==> config.mk <==
export PLATFORM = sky130hd
export DESIGN_NAME = pulse_rate_ctrl
export DESIGN_NICKNAME = d
export VERILOG_FILES = /design/src/rtl/pulse_ctrl_pkg.sv /design/src/rtl/enc_debounce.sv /design/src/rtl/pulse_rate_ctrl.sv
export SDC_FILE = /design/constraint.sdc
export NUM_CORES = 1
export LEC_CHECK = 0
export BUFFER_PORTS_ARGS = -buffer_cell sky130_fd_sc_hd__buf_2
export CAP_MARGIN = 20
export CORE_MARGIN = 4
export CORE_UTILIZATION = 25
export CTS_CLUSTER_DIAMETER = 200
export DETAILED_ROUTE_END_ITERATION = 10
export GPL_TIMING_DRIVEN = 0
export HOLD_SLACK_MARGIN = 0.1
export PLACE_DENSITY_LB_ADDON = 0.1
export SLEW_MARGIN = 25
export SYNTH_ARGS = -nofsm -noshare
export SYNTH_HDL_FRONTEND = slang
export SYNTH_SLANG_ARGS = --single-unit
==> constraint.sdc <==
create_clock -name clk -period 2.5 [get_ports clk]
set_input_delay 0.5 -clock clk [delete_from_list [all_inputs] [get_ports clk]]
set_output_delay 0.5 -clock clk [all_outputs]
set_load 0.02 [all_outputs]
==> src/rtl/pulse_ctrl_pkg.sv <==
// Shared types, constants and the interval-load arithmetic for the pulse rate controller.
package pulse_ctrl_pkg;

    typedef enum logic [1:0] {
        StIdle,
        StCount,
        StReq
    } sched_state_e;

    localparam int unsigned RATE_W = 4;
    localparam logic [RATE_W-1:0] RATE_MAX = 4'd15;

    // L = ((16 - rate) << unit_shift) + rnd; callers truncate to their counter width.
    function automatic logic [31:0] interval_load(
        input logic [RATE_W-1:0] rate,
        input logic [7:0]        rnd,
        input int unsigned       unit_shift
    );
        logic [4:0] span;
        span = 5'd16 - {1'b0, rate};
        return ({27'd0, span} << unit_shift) + {24'd0, rnd};
    endfunction

endpackage

==> src/rtl/enc_debounce.sv <==
// Two-flop synchroniser followed by a stable-count debouncer; idles high like an encoder detent.
module enc_debounce #(
    parameter int unsigned DEBOUNCE_CYCLES = 1000
) (
    input  logic clk,
    input  logic rst_n,
    input  logic raw_async,
    output logic filt
);

    localparam int unsigned CntW = (DEBOUNCE_CYCLES > 1) ? $clog2(DEBOUNCE_CYCLES) : 1;
    localparam logic [CntW-1:0] CntLast = CntW'(DEBOUNCE_CYCLES - 1);

    logic [1:0]      sync_q;
    logic [CntW-1:0] cnt_q, cnt_d;
    logic            filt_q, filt_d;

    always_comb begin
        cnt_d  = cnt_q;
        filt_d = filt_q;
        if (sync_q[1] == filt_q) begin
            cnt_d = '0;
        end else if (cnt_q == CntLast) begin
            // This is the DEBOUNCE_CYCLES-th consecutive differing sample.
            filt_d = sync_q[1];
            cnt_d  = '0;
        end else begin
            cnt_d = cnt_q + CntW'(1);
        end
    end

    always_ff @(posedge clk or negedge rst_n) begin
        if (!rst_n) begin
            sync_q <= 2'b11;
            cnt_q  <= '0;
            filt_q <= 1'b1;
        end else begin
            sync_q <= {sync_q[0], raw_async};
            cnt_q  <= cnt_d;
            filt_q <= filt_d;
        end
    end

    assign filt = filt_q;

endmodule

==> src/rtl/pulse_rate_ctrl.sv <==
// Rate front-end for the pulse generator: encoder decode, direct rate load and
// req/ack pulse scheduling at rate-dependent, rnd-jittered intervals.
module pulse_rate_ctrl
    import pulse_ctrl_pkg::*;
#(
    parameter int unsigned DEBOUNCE_CYCLES = 1000,
    parameter int unsigned UNIT_SHIFT      = 8,
    parameter int unsigned CNT_W           = 16
) (
    input  logic              clk,
    input  logic              rst_n,
    input  logic              ena,
    input  logic              enc_a,
    input  logic              enc_b,
    input  logic              rate_load,
    input  logic [RATE_W-1:0] rate_load_val,
    input  logic [7:0]        rnd,
    input  logic              pulse_ack,
    output logic              pulse_req,
    output logic [RATE_W-1:0] rate,
    output logic              step_evt
);

    logic a_filt, b_filt;
    logic a_prev_q;
    logic a_fall;

    logic [RATE_W-1:0] rate_q, rate_d;
    logic              step_evt_q, step_evt_d;

    sched_state_e      state_q, state_d;
    logic [CNT_W-1:0]  cnt_q, cnt_d;
    logic [CNT_W-1:0]  load_val;

    enc_debounce #(
        .DEBOUNCE_CYCLES(DEBOUNCE_CYCLES)
    ) u_deb_a (
        .clk      (clk),
        .rst_n    (rst_n),
        .raw_async(enc_a),
        .filt     (a_filt)
    );

    enc_debounce #(
        .DEBOUNCE_CYCLES(DEBOUNCE_CYCLES)
    ) u_deb_b (
        .clk      (clk),
        .rst_n    (rst_n),
        .raw_async(enc_b),
        .filt     (b_filt)
    );

    assign a_fall = a_prev_q & ~a_filt;

    // Direct load wins over a coincident encoder step, which is then dropped.
    always_comb begin
        rate_d     = rate_q;
        step_evt_d = 1'b0;
        if (rate_load) begin
            rate_d = rate_load_val;
        end else if (a_fall) begin
            if (b_filt) begin
                if (rate_q != RATE_MAX) begin
                    rate_d     = rate_q + RATE_W'(1);
                    step_evt_d = 1'b1;
                end
            end else begin
                if (rate_q != '0) begin
                    rate_d     = rate_q - RATE_W'(1);
                    step_evt_d = 1'b1;
                end
            end
        end
    end

    assign load_val = CNT_W'(interval_load(rate_q, rnd, UNIT_SHIFT));

    always_comb begin
        state_d = state_q;
        cnt_d   = cnt_q;
        if (!ena) begin
            state_d = StIdle;
            cnt_d   = '0;
        end else begin
            case (state_q)
                StIdle: begin
                    cnt_d   = load_val;
                    state_d = StCount;
                end
                StCount: begin
                    if (cnt_q == '0) begin
                        state_d = StReq;
                    end else begin
                        cnt_d = cnt_q - CNT_W'(1);
                    end
                end
                StReq: begin
                    if (pulse_ack) begin
                        cnt_d   = load_val;
                        state_d = StCount;
                    end
                end
                default: begin
                    state_d = StIdle;
                    cnt_d   = '0;
                end
            endcase
        end
    end

    always_ff @(posedge clk or negedge rst_n) begin
        if (!rst_n) begin
            a_prev_q   <= 1'b1;
            rate_q     <= '0;
            step_evt_q <= 1'b0;
            state_q    <= StIdle;
            cnt_q      <= '0;
        end else begin
            a_prev_q   <= a_filt;
            rate_q     <= rate_d;
            step_evt_q <= step_evt_d;
            state_q    <= state_d;
            cnt_q      <= cnt_d;
        end
    end

    assign pulse_req = (state_q == StReq);
    assign rate      = rate_q;
    assign step_evt  = step_evt_q;

endmodule
# Yosys cells after proc, flatten, opt, wreduce, memory -nomap -nowiden
# Cells that the tools add are included.
dict set report totals {
  romBits 0
  wordCells 65
  n_memories 0
  latchBits 0
  ramBits 0
  out_inout_bits 6
  reg_bits 50
}
dict set report classes {
  shifts 0
  n_mux 22
  n_bitwise 4
  n_reduce_logical 10
  add_sub_neg 7
  multipliers 0
  n_lt_le_gt_ge 0
  div_mod_pow 0
  eq_ne 11
}
# operator count
set ops {}
lappend ops {{$mux 16} 3}
lappend ops {{$pmux 16 s3} 1}
lappend ops {{$mux 10} 4}
lappend ops {{$add 10x1->10 const B} 2}
lappend ops {{$eq 10x10->1 const B} 2}
lappend ops {{$mux 4} 5}
lappend ops {{$logic_not 16->1} 1}
lappend ops {{$sub 16x1->16 const B} 1}
lappend ops {{$add 13x8->14} 1}
lappend ops {{$ne 3x3->1 const B} 4}
lappend ops {{$reduce_and 2->1} 4}
lappend ops {{$mux 2} 3}
lappend ops {{$pmux 2 s3} 1}
lappend ops {{$mux 1} 5}
lappend ops {{$sub 5x4->5 const A} 1}
lappend ops {{$add 4x1->4 const B} 1}
lappend ops {{$ne 4x4->1 const B} 1}
lappend ops {{$reduce_bool 4->1} 1}
lappend ops {{$sub 4x1->4 const B} 1}
lappend ops {{$not 1->1} 3}
lappend ops {{$reduce_and 3->1} 1}
lappend ops {{$reduce_bool 3->1} 1}
lappend ops {{$eq 1x1->1} 2}
lappend ops {{$eq 2x1->1 const B} 1}
lappend ops {{other kinds (4)} 4}

# Longest topological paths before layout
# Gate-level depths: netlist of the first run.
dict set report depth {
  ltp_word 5
  ltp_mapped 7
  mapped_depth_nobuf 7
}

# Hierarchy
# From an unflattened synthesis of the first run, not the netlist that was laid out.
dict set report unflattened {
  cells_unflattened 283
  hier_area_um2 2748.9
}
# module instances area_per_inst_um2 seq_area_each_um2 cells_each
set by_module_without_submodules {}
lappend by_module_without_submodules {pulse_rate_ctrl 1 1527.7 601.8 173}
lappend by_module_without_submodules {enc_debounce 2 610.6 329.1 55}

# Worst setup path after synthesis of the first run
# Ideal clock, no wire load.
dict set report synth_timing {
  kind {reg2reg}
  start {register rate_q[0] (netlist: rate[0])}
  end {register rate_q[1] (netlist: rate[1])}
  setup_slack_ps 517
  setup_ps 136
  path_stages_with_launch 7
  t_arrival_ps 1848
  cell_sequence {dfrtp_1 > inv_1 > ha_1 > or4b_2 > nand4b_2 > mux2i_1 > o21ai_0}
}
dict set report synth_via {
  elab_chain_cells 5
  word_cells_on_any_way 12
  classes_between {add/sub: 2; eq/ne: 2; mux: 5; reduce/logical: 3}
}
# element line_no
set synth_lines {}
lappend synth_lines {{start: declaration} pulse_rate_ctrl.sv:28} ;# logic [RATE_W-1:0] rate_q, rate_d;
lappend synth_lines {{start signal: assignment} pulse_rate_ctrl.sv:120} ;# rate_q <= rate_d;
lappend synth_lines {{$sub 4x1->4 or $add 4x1->4 (tied branches)} {pulse_rate_ctrl.sv:69, pulse_rate_ctrl.sv:64}}
lappend synth_lines {{$mux 4 (on tied branches)} {pulse_rate_ctrl.sv:68, pulse_rate_ctrl.sv:63}}
lappend synth_lines {{$mux 4} pulse_rate_ctrl.sv:62} ;# if (b_filt) begin
lappend synth_lines {{$mux 4} pulse_rate_ctrl.sv:61} ;# end else if (a_fall) begin
lappend synth_lines {{$mux 4} pulse_rate_ctrl.sv:59} ;# if (rate_load) begin
# Parallel ways exist; a longest one is shown, timed or not. The select of a mux whose other input is x is not followed.
# A chain may end at the register's enable or synchronous reset.

# Worst setup path in the final report of the first run
dict set report layout_timing {
  start {register cnt_q[0]}
  end {register cnt_q[1]}
}
dict set report layout_via {
  elab_chain_cells 4
  word_cells_on_any_way 7
  classes_between {add/sub: 1; eq/ne: 1; mux: 3; reduce/logical: 2}
}
# element line_no
set layout_lines {}
lappend layout_lines {{start: declaration} pulse_rate_ctrl.sv:32} ;# logic [CNT_W-1:0] cnt_q, cnt_d;
lappend layout_lines {{start signal: assignment} pulse_rate_ctrl.sv:123} ;# cnt_q <= cnt_d;
lappend layout_lines {{$sub 16x1->16} pulse_rate_ctrl.sv:94} ;# cnt_d = cnt_q - CNT_W'(1);
lappend layout_lines {{$mux 16} pulse_rate_ctrl.sv:91} ;# if (cnt_q == '0) begin
lappend layout_lines {{$pmux 16 s3} pulse_rate_ctrl.sv:85} ;# case (state_q)
lappend layout_lines {{$mux 16} pulse_rate_ctrl.sv:81} ;# if (!ena) begin
# Parallel ways exist; a longest one is shown, timed or not. The select of a mux whose other input is x is not followed.

==> results of run 1 <==
==> worst paths after layout <==
path	start	to	cells past startpoint
setup reg to reg	cnt_q[0]	cnt_q[1]	7
setup / recovery	cnt_q[0]	cnt_q[1]	7
min in group clk	enc_a	u_deb_a.sync_q[0]	1
hold reg to reg	u_deb_b.sync_q[0]	u_deb_b.sync_q[1]	0
max in group asynchronous	rst_n	u_deb_a.cnt_q[1]	1
hold / removal	rst_n	state_q[1]	1
==> power groups by stage <==
stage	Clock [W]	Sequential [W]	Combinational [W]
floorplan	0	0.000956	0.000386
global placement	0	0.000971	0.000547
detailed placement	0	0.000969	0.000540
CTS	0.000769	0.000954	0.000544
global route	0.000791	0.000968	0.000607
finish	0.000730	0.000955	0.000537
==> critical path: stages (launching register included) <==
cell and delay, ns:
sky130_fd_sc_hd__dfrtp_1 0.41, sky130_fd_sc_hd__inv_1 0.10, sky130_fd_sc_hd__ha_1 0.24, sky130_fd_sc_hd__or3b_1 0.32, sky130_fd_sc_hd__nor3_4 0.10, sky130_fd_sc_hd__a21oi_4 0.37, sky130_fd_sc_hd__inv_2 0.15, sky130_fd_sc_hd__a221o_1 0.37
==> synth_stat cells (all sizes together), types with 4 or more instances <==
cell	n	area [um^2]
dfrtp	43	1080
nor2	31	116
nand2	28	105
xnor2	15	131
nor3	13	87.6
inv	12	45.0
nand3	10	50.1
o21ai	9	45.0
nand4	8	65.1
nor4	8	71.3
clkbuf	7	27.5
dfstp	7	184
ha	7	87.6
xor2	7	61.3
nor2b	6	37.5
a32o	5	50.1
o211ai	5	37.5
a21oi	4	31.3
buf	4	22.5
mux2i	4	40.0
==> area by class of cell <==
class                      instances  area, um^2
buffer                            11        50.0
clock inverter                     3        28.8
timing repair buffer              23         118
clock buffer                       5         125
fill                            1170        7720
sequential                        50        1260
inverter                          12        45.0
multi-input combinational        217        1500
tap                              140         175
==> per-layer routing <==
metal  vias to the layer above  global-route usage  share of wire
li1                       1121                   -              -
met1                      1074               0.150           0.48
met2                        39               0.184           0.45
met3                        19              0.0242          0.041
met4                         0              0.0524          0.030
met5                         -                   0              0
==> flip-flops by register name, indices dropped and copies added, names as in the netlist <==
signal	flops
u_deb_b.filt	1
step_evt	1
u_deb_b.cnt_q	10
state_q	2
u_deb_a.filt	1
u_deb_b.sync_q	2
cnt_q	16
rate	4
u_deb_a.sync_q	2
u_deb_a.cnt_q	10
a_prev_q	1
==> logic make-up (layout without fill, tap and decap cells) <==
kind of cell	Yosys count	after routing
buffers and inverters	23	54
and+or+nand+nor	130	130
DFF	50	50
adders and majority gates	8	8
muxes	6	6
AOI/OAI and AO/OA	51	51
xor gates and xnor gates	22	22
==> stage by stage <==
step	hold WS (ns)	worst slack, ns	instances
6_report	0.214	0.340	461
2_1_floorplan	0.204	0.517	290
3_5_place_dp	0.347	0.346	453
3_3_place_gp	0.347	0.300	453
5_1_grt	0.270	0.220	461
4_1_cts	0.272	0.324	461
==> run summary, run 1 <==
In this run the tool buffered the top-level ports with 23 buffer cells. At the worst endpoint, the required time is 2.68 ns. The logs give 2 for the buffer depth of the longest clock path and 0.00936 ns for the clock skew after layout. The tools report the initial cell density of the core as 0.259.

When the netlist entered floorplanning its net count stood at 317. For the number of DRC violations after detailed routing, the log shows 0. TritonCTS built the clock tree.

The clock transition at the registers of the reported paths works out to 0.07 ns. The number of buffers added to fix hold violations after cts was 0. Global-route total usage across every layer: 0.115.

The die covers 13200 um^2. The floorplan has 38 rows. The via count of the first global-routing pass is 2345, and the number of setup violations in the final report is 0. The area growth from synthesis to layout is 15.6%. For this design the total switching power over the nets is 0.000757 W.

Combinational family with the most area after synthesis: simple AND/OR/NAND/NOR gates. For the cell area after technology mapping, the log shows 2860 um^2. Setup repair after global routing left no endpoint under its margin. Portion of total power attributed to the clock network: 0.328. Leaving out fill and tap cells, the most frequent cell in the layout is sky130_fd_sc_hd__dfrtp_1. The min-delay analysis places its worst path in the category in2async. At the end of routability-driven placement, the weighted congestion stood at 0.816. Ratio of cells with drive above 1 in the final layout: 0.181. Dividing the detail-routed wire length by the instance count gives 15.3 um. In the layout the commonest cells are sky130_fd_sc_hd__dfrtp_1, sky130_fd_sc_hd__nor2_1, sky130_fd_sc_hd__nand2_1.

The internal power of the cells totals 0.00147 W. The final worst-path cycle share was 0.864; the largest fanout on the critical path was 9. Total setup buffers inserted after CTS: 0. The synthesized-area fraction occupied by ao, oa, aoi and oai cells was 0.139. The logs give 2 for the number of levels the H-tree was split into and 12.1 mm for the wire length of the first global-routing pass. Arrival time of the worst setup path: 2.34 ns. The tools report the number of pins exceeding their max-slew limit in the final report as 0. The worst relative slew slack is 0.548. The total congestion overflow was 0. The synthesized-area fraction occupied by xor and xnor cells is 0.0674. The setup total negative slack is 0 ns, and the number of distinct standard cells referenced by the synthesized netlist is 67. The tools report the final cell utilization of the core as 0.300. The power density over cell area is 672 nW/um^2.

The multiplexer share of the synthesized area was 0.0219. The die is 115 um wide. The tools report the kind of end point of the critical path as a flip-flop. The number of vias per cell works out to 4.89. The final design instance area without fill is 3310 um^2. For the pin with the worst max-slew slack, the measured transition is 0.678 ns.

Post-CTS repair changed the size of 0 cells. Static timing analysis puts the maximum clock frequency at 463 MHz. The critical path is of the reg2reg type. For the register area share after synthesis, the log shows 0.441. After synthesis the netlist holds a flip-flop and latch count of 50. After detailed routing, the total wire length is 7.06 mm. The first-pass iteration count of the detailed router was 4; the total via count after detailed routing was 2253. The final count of hold timing violations was 0; the I/O pin count was 25. Counting the buffers created by CTS gives 5. The flow ran to the end, and the final reports show no timing, DRC or antenna violations. The HPWL after detailed placement is 4.94 mm. The tools report the worst IR drop on VDD as 0.233 mV. The core region is 11000 um^2. Dividing the synthesized area by the synthesized cell count gives 9.86 um^2. Sequential share of power: 0.430. The switching power share of the total was 0.341. The post-synthesis async set-or-reset flop share was 1.00.

The run gives 0 as the initial antenna violation count. The repair_antennas step left the layout with diodes totalling 0. The tools report the slack of the worst reg-to-reg path as 0.34 ns. Yosys printed 0 warnings. The adder-cell share of the synthesized area was 0.0376. Clock latency on the worst-skew pair, taken at its later pin, is 0.30 ns. The initial DRC count was 100. Entering global routing, the biggest net connects 51 pins.

The overall power consumption is 0.00222 W, and the post-layout net count is 347. The clock net in this run drives a total of 50 sinks. Root buffer selected by CTS: sky130_fd_sc_hd__clkbuf_16. The count of nets left with antenna violations once routing finished came out at 0. Yosys mapped a number of flops with a built-in enable equal to 0. The worst setup path is launched from a flip-flop. The cell count after synthesis came out at 290. The simple-gate share of the synthesized area is 0.260, and the fraction of power consumed by combinational cells is 0.242.

The die is 115 um tall. The shortest period the worst path allows is 2.16 ns, and the max-capacitance violation count is 0. In this run the static leakage power is 1.38 nW.

The most frequently used flop master after synthesis is sky130_fd_sc_hd__dfrtp_1. The placed instances occupy a cell area of 3150 um^2.
Note: power is estimated with default switching activity, not from simulation.
==> run 2: changes to the inputs <==
--- a/config.mk
+++ b/config.mk
@@ -14,6 +14,7 @@
 export GPL_TIMING_DRIVEN = 0
 export HOLD_SLACK_MARGIN = 0.1
 export PLACE_DENSITY_LB_ADDON = 0.1
+export RECOVER_POWER = 50
 export SLEW_MARGIN = 25
 export SYNTH_ARGS = -nofsm -noshare
 export SYNTH_HDL_FRONTEND = slang
==> constraint.sdc (replaced) <==
create_clock -name clk -period 2.4 [get_ports clk]
set_input_delay 0.48 -clock clk [delete_from_list [all_inputs] [get_ports clk]]
set_output_delay 0.48 -clock clk [all_outputs]
set_load 0.02 [all_outputs]
==> run 2 against run 1 <==
Count of clock-buffer cells in the layout is the same. Sequential cell count stayed put. Critical path depth did not move. Power is 4.1% higher. Design area about the same. Utilization hardly changed.
==> run summary, run 2 (synthesis gave the netlist of run 1 again) <==
The run finished with clean final reports. The final count of hold timing violations is 0 (unchanged), and the arrival time of the worst setup path is 2.34 ns (about the same). The run gives 3150 um^2 (unchanged) as the post-placement cell area. The most flop-heavy register is cnt_q (unchanged).

The buffer depth of the longest clock path is 2 (unchanged). The largest net degree at the start of global routing is 51 (unchanged), and the worst IR drop on VDD is 0.243 mV (was 0.233 mV). The layout-stage area growth over the synthesis result is 15.5% (was 15.6%). Path type of the worst setup path: reg2reg (unchanged). The logs give 0 (unchanged) for the number of pins exceeding their max-slew limit in the final report and 3300 um^2 (was 3310 um^2) for the final design instance area without fill.

The number of rows created at floorplan was 38 (unchanged). The tools report the clock sink count as 50 (unchanged). The logs give 2 (unchanged) for the number of levels the H-tree was split into and 4 (unchanged) for the first-pass iteration count of the detailed router. For the number of setup violations in the final report, the log shows 0 (unchanged). Top library cells by usage in the layout, fill and taps aside: sky130_fd_sc_hd__dfrtp_1, sky130_fd_sc_hd__nor2_1, sky130_fd_sc_hd__nand2_1 (unchanged). The width of the die is 115 um (unchanged). The class of the tightest hold or removal check was in2reg (was in2async). The insertion delay to the later sink of the worst-skew pair is 0.30 ns (about the same). TritonCTS built the clock tree. The global-route total usage across every layer came out at 0.115 (unchanged). The total congestion overflow is 0 (unchanged).

Setup repair after global routing left no endpoint under its margin. The number of placed instances, taps included was 453 (unchanged). Setup total negative slack: 0 ns (unchanged). Root buffer selected by CTS: sky130_fd_sc_hd__clkbuf_16 (unchanged). The ratio of cells with drive above 1 in the final layout works out to 0.178 (was 0.181). The die boundary height works out to 115 um (unchanged). For the wire length of the first global-routing pass, the log shows 12.1 mm (unchanged).

The kind of end point of the critical path is a flip-flop (unchanged). The total setup buffers inserted after CTS was 0 (unchanged). The final worst-path cycle share was 0.900 (was 0.864). The core footprint was 11000 um^2 (unchanged). The half-perimeter wire length of the detailed placement result came out at 4.94 mm (unchanged). The run gives 2.58 ns (was 2.68 ns) as the required time at the endpoint of the critical path. The clock skew after layout was 0.00931 ns (was 0.00936 ns); the clock transition at the registers of the reported paths was 0.08 ns (was 0.07 ns).

The tools report the element type at the critical path start as a flip-flop (unchanged). The number of flip-flops in the largest register was 16 (unchanged); the number of vias per cell was 4.89 (unchanged). The initial DRC count was 100 (unchanged). Final instance count without filler cells: 461 (unchanged). The post-CTS resize count was 0 (unchanged); the final cell utilization of the core was 0.299 (was 0.300).

The number of buffers inserted during clock tree synthesis was 5 (unchanged); the power density over cell area was 700 nW/um^2 (was 672 nW/um^2). For the number of antenna repair diodes, the log shows 0 (unchanged). The initial antenna violation count was 0 (unchanged); the maximum operating frequency was 463 MHz (unchanged). The actual transition at the worst max-transition pin was 1.32 ns (was 0.678 ns); the number of buffers added to fix hold violations after cts was 0 (unchanged). The number of nets with antenna violations after routing is 0 (unchanged), and the worst relative slew slack is 0.120 (was 0.548).

The largest fanout on the critical path is 9 (unchanged), and the total die area is 13200 um^2 (unchanged). The detailed-route wire length was 7.05 mm (was 7.06 mm); the I/O pin count was 25 (unchanged). The leakage power total is 1.38 nW (about the same). Top Registers: cnt_q: 16 flops, u_deb_a.cnt_q: 10 flops, u_deb_b.cnt_q: 10 flops (unchanged).

The total via count after detailed routing was 2253 (unchanged). The via count of the first global-routing pass is 2345 (unchanged). The number of DRC violations after detailed routing is 0 (unchanged), and the max-capacitance violation count is 0 (unchanged). Global placement routability congestion: 0.816 (unchanged). The post-layout net count was 347 (unchanged).

The final routed wire length divided by cell count is 15.3 um (about the same). Most common library cell in the layout ignoring fill and taps: sky130_fd_sc_hd__dfrtp_1 (unchanged). The initial cell density of the core is 0.259 (unchanged). The shortest period the worst path allows was 2.16 ns (unchanged); the count of port buffers added during placement was 23 (unchanged).
run 2: cell count changes in the layout (fill, tap and decap cells not counted), sizes merged:
| cell | delta |
|---|---|
| buf | -1 |
| clkbuf | +1 |
run 2: final cells by class:
class | count | area (um^2)
well taps | 140 | 175
flip-flops and latches | 50 | 1260
fillers | 1171 | 7730
multi-input cells | 217 | 1500
inverters | 12 | 45.0
clock inverters | 3 | 28.8
repair buffers | 23 | 115
plain buffers | 11 | 50.0
clock buffers | 5 | 125
run 2: critical path, cell delays in order, from the launching register on:
cell	delay (ns)
sky130_fd_sc_hd__dfrtp_1	0.41
sky130_fd_sc_hd__inv_1	0.10
sky130_fd_sc_hd__ha_1	0.24
sky130_fd_sc_hd__or3b_1	0.32
sky130_fd_sc_hd__nor3_4	0.10
sky130_fd_sc_hd__a21oi_4	0.37
sky130_fd_sc_hd__inv_2	0.15
sky130_fd_sc_hd__a221o_1	0.37
run 2: final timing paths:
| check | start | to | slack, ns | cells past startpoint |
|---|---|---|---|---|
| min in group asynchronous | rst_n | state_q[1] | 0.44 | 1 |
| worst max-delay path | cnt_q[0] | cnt_q[1] | 0.24 | 7 |
| worst min register to register | u_deb_b.sync_q[0] | u_deb_b.sync_q[1] | 0.36 | 0 |
| worst max register to register | cnt_q[0] | cnt_q[1] | 0.24 | 7 |
| worst min-delay path | enc_a | u_deb_a.sync_q[0] | 0.27 | 1 |
| max in group asynchronous | rst_n | u_deb_a.cnt_q[1] | 1.14 | 1 |
run 2: report_power, final:
group / leakage (nW) / internal (W) / switching [W] / total, W
clock network: 0.0763 / 0.000401 / 0.000360 / 0.000760
registers: 0.648 / 0.000906 / 0.0000881 / 0.000995
logic: 0.657 / 0.000218 / 0.000341 / 0.000559
run 2: per-layer routing:
metal | vias to the layer above | part of all wire | GRT usage
met5 | - | 0 | 0
met4 | 0 | 0.030 | 0.0524
met3 | 19 | 0.041 | 0.0242
met2 | 39 | 0.45 | 0.184
met1 | 1074 | 0.47 | 0.150
li1 | 1121 | - | -
run 2: per-stage QoR:
stage	hold slack, ns	total power [W]	setup WS [ns]
after floorplan	0.184	0.00140	0.417
after global placement	0.347	0.00158	0.200
after detailed placement	0.347	0.00157	0.246
after CTS	0.252	0.00236	0.224
after global routing	0.250	0.00246	0.120
final	0.268	0.00231	0.240
==> run 3: changes to the inputs <==
--- a/config.mk
+++ b/config.mk
@@ -15,6 +15,7 @@
 export HOLD_SLACK_MARGIN = 0.1
 export PLACE_DENSITY_LB_ADDON = 0.1
 export RECOVER_POWER = 50
+export REMOVE_ABC_BUFFERS = 1
 export SLEW_MARGIN = 25
 export SYNTH_ARGS = -nofsm -noshare
 export SYNTH_HDL_FRONTEND = slang
==> run 3 against run 2 <==
Count of clock-buffer cells in the layout is 1 higher. Via count is 0.67% lower. Sequential share of layout area is 0.26 points higher. Utilization is 0.20 points lower. Final cell count is 2.2% lower. Critical path depth stayed put. Global-route usage is 0.11 points lower. Worst hold slack better by 0.0029 ns. Design area is 0.68% lower. Power is 3.9% higher. First-iteration DRC count is 24% higher. Clock power is 12% higher. Critical path type unchanged.
==> run summary, run 3 (synthesis gave the netlist of run 1 again) <==
The path type of the worst setup path is reg2reg (unchanged). The run gives 2238 (was 2253) as the total via count after detailed routing. The half-perimeter wire length of the detailed placement result came out at 4.89 mm (was 4.94 mm). Setup repair after global routing left no endpoint under its margin. The global-route total usage across every layer was 0.114 (was 0.115); the worst relative slew slack was 0.119 (was 0.120). The power density over cell area is 733 nW/um^2 (was 700 nW/um^2). Buffer depth of the longest clock path: 2 (unchanged). Layout-stage area growth over the synthesis result: 14.7% (was 15.5%). The number of pins exceeding their max-slew limit in the final report was 0 (unchanged).

The total setup buffers inserted after CTS was 0 (unchanged). The post-layout net count was 337 (was 347); the clock transition at the registers of the reported paths was 0.07 ns (was 0.08 ns). The worst-case setup slack after placement came out at 0.229 ns (was 0.246 ns). The tools report the first-pass iteration count of the detailed router as 5 (was 4).

The smallest setup slack after layout was 0.155 ns (was 0.240 ns); the post-CTS resize count was 0 (unchanged). Final routed wire length divided by cell count: 15.5 um (was 15.3 um). The die boundary height works out to 115 um (unchanged). The most common library cell in the layout ignoring fill and taps was sky130_fd_sc_hd__dfrtp_1 (unchanged). Top library cells by usage in the layout, fill and taps aside: sky130_fd_sc_hd__dfrtp_1, sky130_fd_sc_hd__nor2_1, sky130_fd_sc_hd__nand2_1 (unchanged). The tools report the initial DRC count as 124 (was 100). The via count of the first global-routing pass was 2227 (was 2345).

The insertion delay to the later sink of the worst-skew pair came out at 0.29 ns (was 0.30 ns). The tools report the required time at the endpoint of the critical path as 2.57 ns (was 2.58 ns). Delay of the slowest cell on the worst path: 0.42 ns (was 0.41 ns). The global placement routability congestion came out at 0.775 (was 0.816). The largest fanout on the critical path was 9 (unchanged).

For the clock skew after layout, the log shows 0.00417 ns (was 0.00931 ns). The clock sink count was 50 (unchanged); the slack of the worst reg-to-reg path was 0.16 ns (was 0.24 ns). The number of antenna repair diodes is 0 (unchanged), and the number of nets with antenna violations after routing is 0 (unchanged). The initial cell density of the core is 0.259 (unchanged), and the shortest period the worst path allows is 2.24 ns (was 2.16 ns). The tools report the kind of end point of the critical path as a flip-flop (unchanged). Root buffer selected by CTS: sky130_fd_sc_hd__clkbuf_16 (unchanged). The overall power consumption is 0.00240 W (was 0.00231 W), and the width of the die is 115 um (unchanged).

The tools report the total die area as 13200 um^2 (unchanged). For the initial antenna violation count, the log shows 0 (unchanged). The worst IR drop on VDD was 0.297 mV (was 0.243 mV). The wire length of the first global-routing pass was 12.1 mm (about the same); the ratio of cells with drive above 1 in the final layout was 0.167 (was 0.178). The actual transition at the worst max-transition pin is 1.32 ns (about the same). The slowest cell on the critical path was sky130_fd_sc_hd__dfrtp_1 (unchanged).

The flow ran to the end, and the final reports show no timing, DRC or antenna violations. The leakage power total was 1.36 nW (was 1.38 nW). The tools report the largest net degree at the start of global routing as 51 (unchanged).

Series of cell instances along the critical path: inv_1 -> ha_1 -> or3b_1 -> nor3_4 -> a21oi_4 -> inv_2 -> a221o_1 (unchanged). For the core footprint, the log shows 11000 um^2 (unchanged). TritonCTS built the clock tree. The max-capacitance violation count is 0 (unchanged). The most flop-heavy register was cnt_q (unchanged).

The maximum operating frequency came out at 445 MHz (was 463 MHz). The logs give 5 (unchanged) for the number of buffers inserted during clock tree synthesis and 25 (unchanged) for the I/O pin count. Detailed-route wire length: 7.01 mm (was 7.05 mm). The final worst-path cycle share came out at 0.935 (was 0.900). The number of DRC violations after detailed routing is 0 (unchanged), and the number of levels the H-tree was split into is 2 (unchanged). Class of the tightest hold or removal check: in2reg (unchanged). The number of rows created at floorplan is 38 (unchanged). Element type at the critical path start: a flip-flop (unchanged). Number of setup violations in the final report: 0 (unchanged). The tools report the number of buffers added to fix hold violations after cts as 0 (unchanged). The logs give 0 (unchanged) for the final count of hold timing violations and 0 (unchanged) for the total congestion overflow.

The number of flip-flops in the largest register is 16 (unchanged), and the count of port buffers added during placement is 24 (was 23). Top Registers: cnt_q: 16 flops, u_deb_a.cnt_q: 10 flops, u_deb_b.cnt_q: 10 flops (unchanged). The run gives 2.41 ns (was 2.34 ns) as the arrival time of the worst setup path.

For the setup total negative slack, the log shows 0 ns (unchanged). The number of vias per cell was 4.96 (was 4.89).
## run 3: cell types whose count changed in the layout (fill, tap and decap cells not counted), sizes merged
cell / change
buf: -4
inv: -1
clkinv: -1
clkbuf: -5
bufinv: +1
## run 3: final timing paths
kind,depth (start not counted),endpoint,startpoint
setup / recovery,7,cnt_q[1],cnt_q[0]
hold reg to reg,0,u_deb_a.sync_q[1],u_deb_a.sync_q[0]
setup reg to reg,7,cnt_q[1],cnt_q[0]
min in group asynchronous,1,cnt_q[1],rst_n
hold / removal,1,u_deb_a.sync_q[0],enc_a
max in group asynchronous,1,u_deb_b.cnt_q[1],rst_n
## run 3: layer usage
metal,part of all wire,GRT usage,vias up
li1,-,-,1104
met1,0.51,0.173,1072
met2,0.43,0.167,60
met3,0.054,0.0195,2
met4,0.0077,0.0305,0
met5,0,0,-
## run 3: cell type report
| class | count | area [um^2] |
|---|---|---|
| timing repair buffer | 24 | 119 |
| sequential | 50 | 1260 |
| tap | 140 | 175 |
| clock inverter | 2 | 38.8 |
| inverter | 12 | 45.0 |
| fill | 1160 | 7750 |
| multi-input combinational | 217 | 1500 |
| clock buffer | 6 | 139 |
## run 3: worst max-delay path: cells and delay by family (launching register included)
family | cells | cell delay [ns]
DFF | 1 | 0.42
buffers and inverters | 2 | 0.24
AOI/OAI and AO/OA | 2 | 0.75
adders and majority gates | 1 | 0.25
and+or+nand+nor | 2 | 0.46
## run 3: power by group
group          leakage (nW)  switching (W)  internal, W
sequential            0.648       0.000110     0.000907
clock                0.0875       0.000325     0.000525
combinational         0.626       0.000328     0.000208
total                  1.36       0.000764      0.00164
## run 3: stage by stage
| stage | hold slack (ns) | area, um^2 | util | std cells |
|---|---|---|---|---|
| CTS | 0.258 | 3280 | 0.298 | 451 |
| global route | 0.268 | 3280 | 0.297 | 451 |
| finish | 0.271 | 3280 | 0.297 | 451 |
| floorplan | 0.184 | 2810 | - | 279 |
| global placement | 0.346 | 3100 | 0.281 | 443 |
| detailed placement | 0.349 | 3110 | 0.282 | 443 |
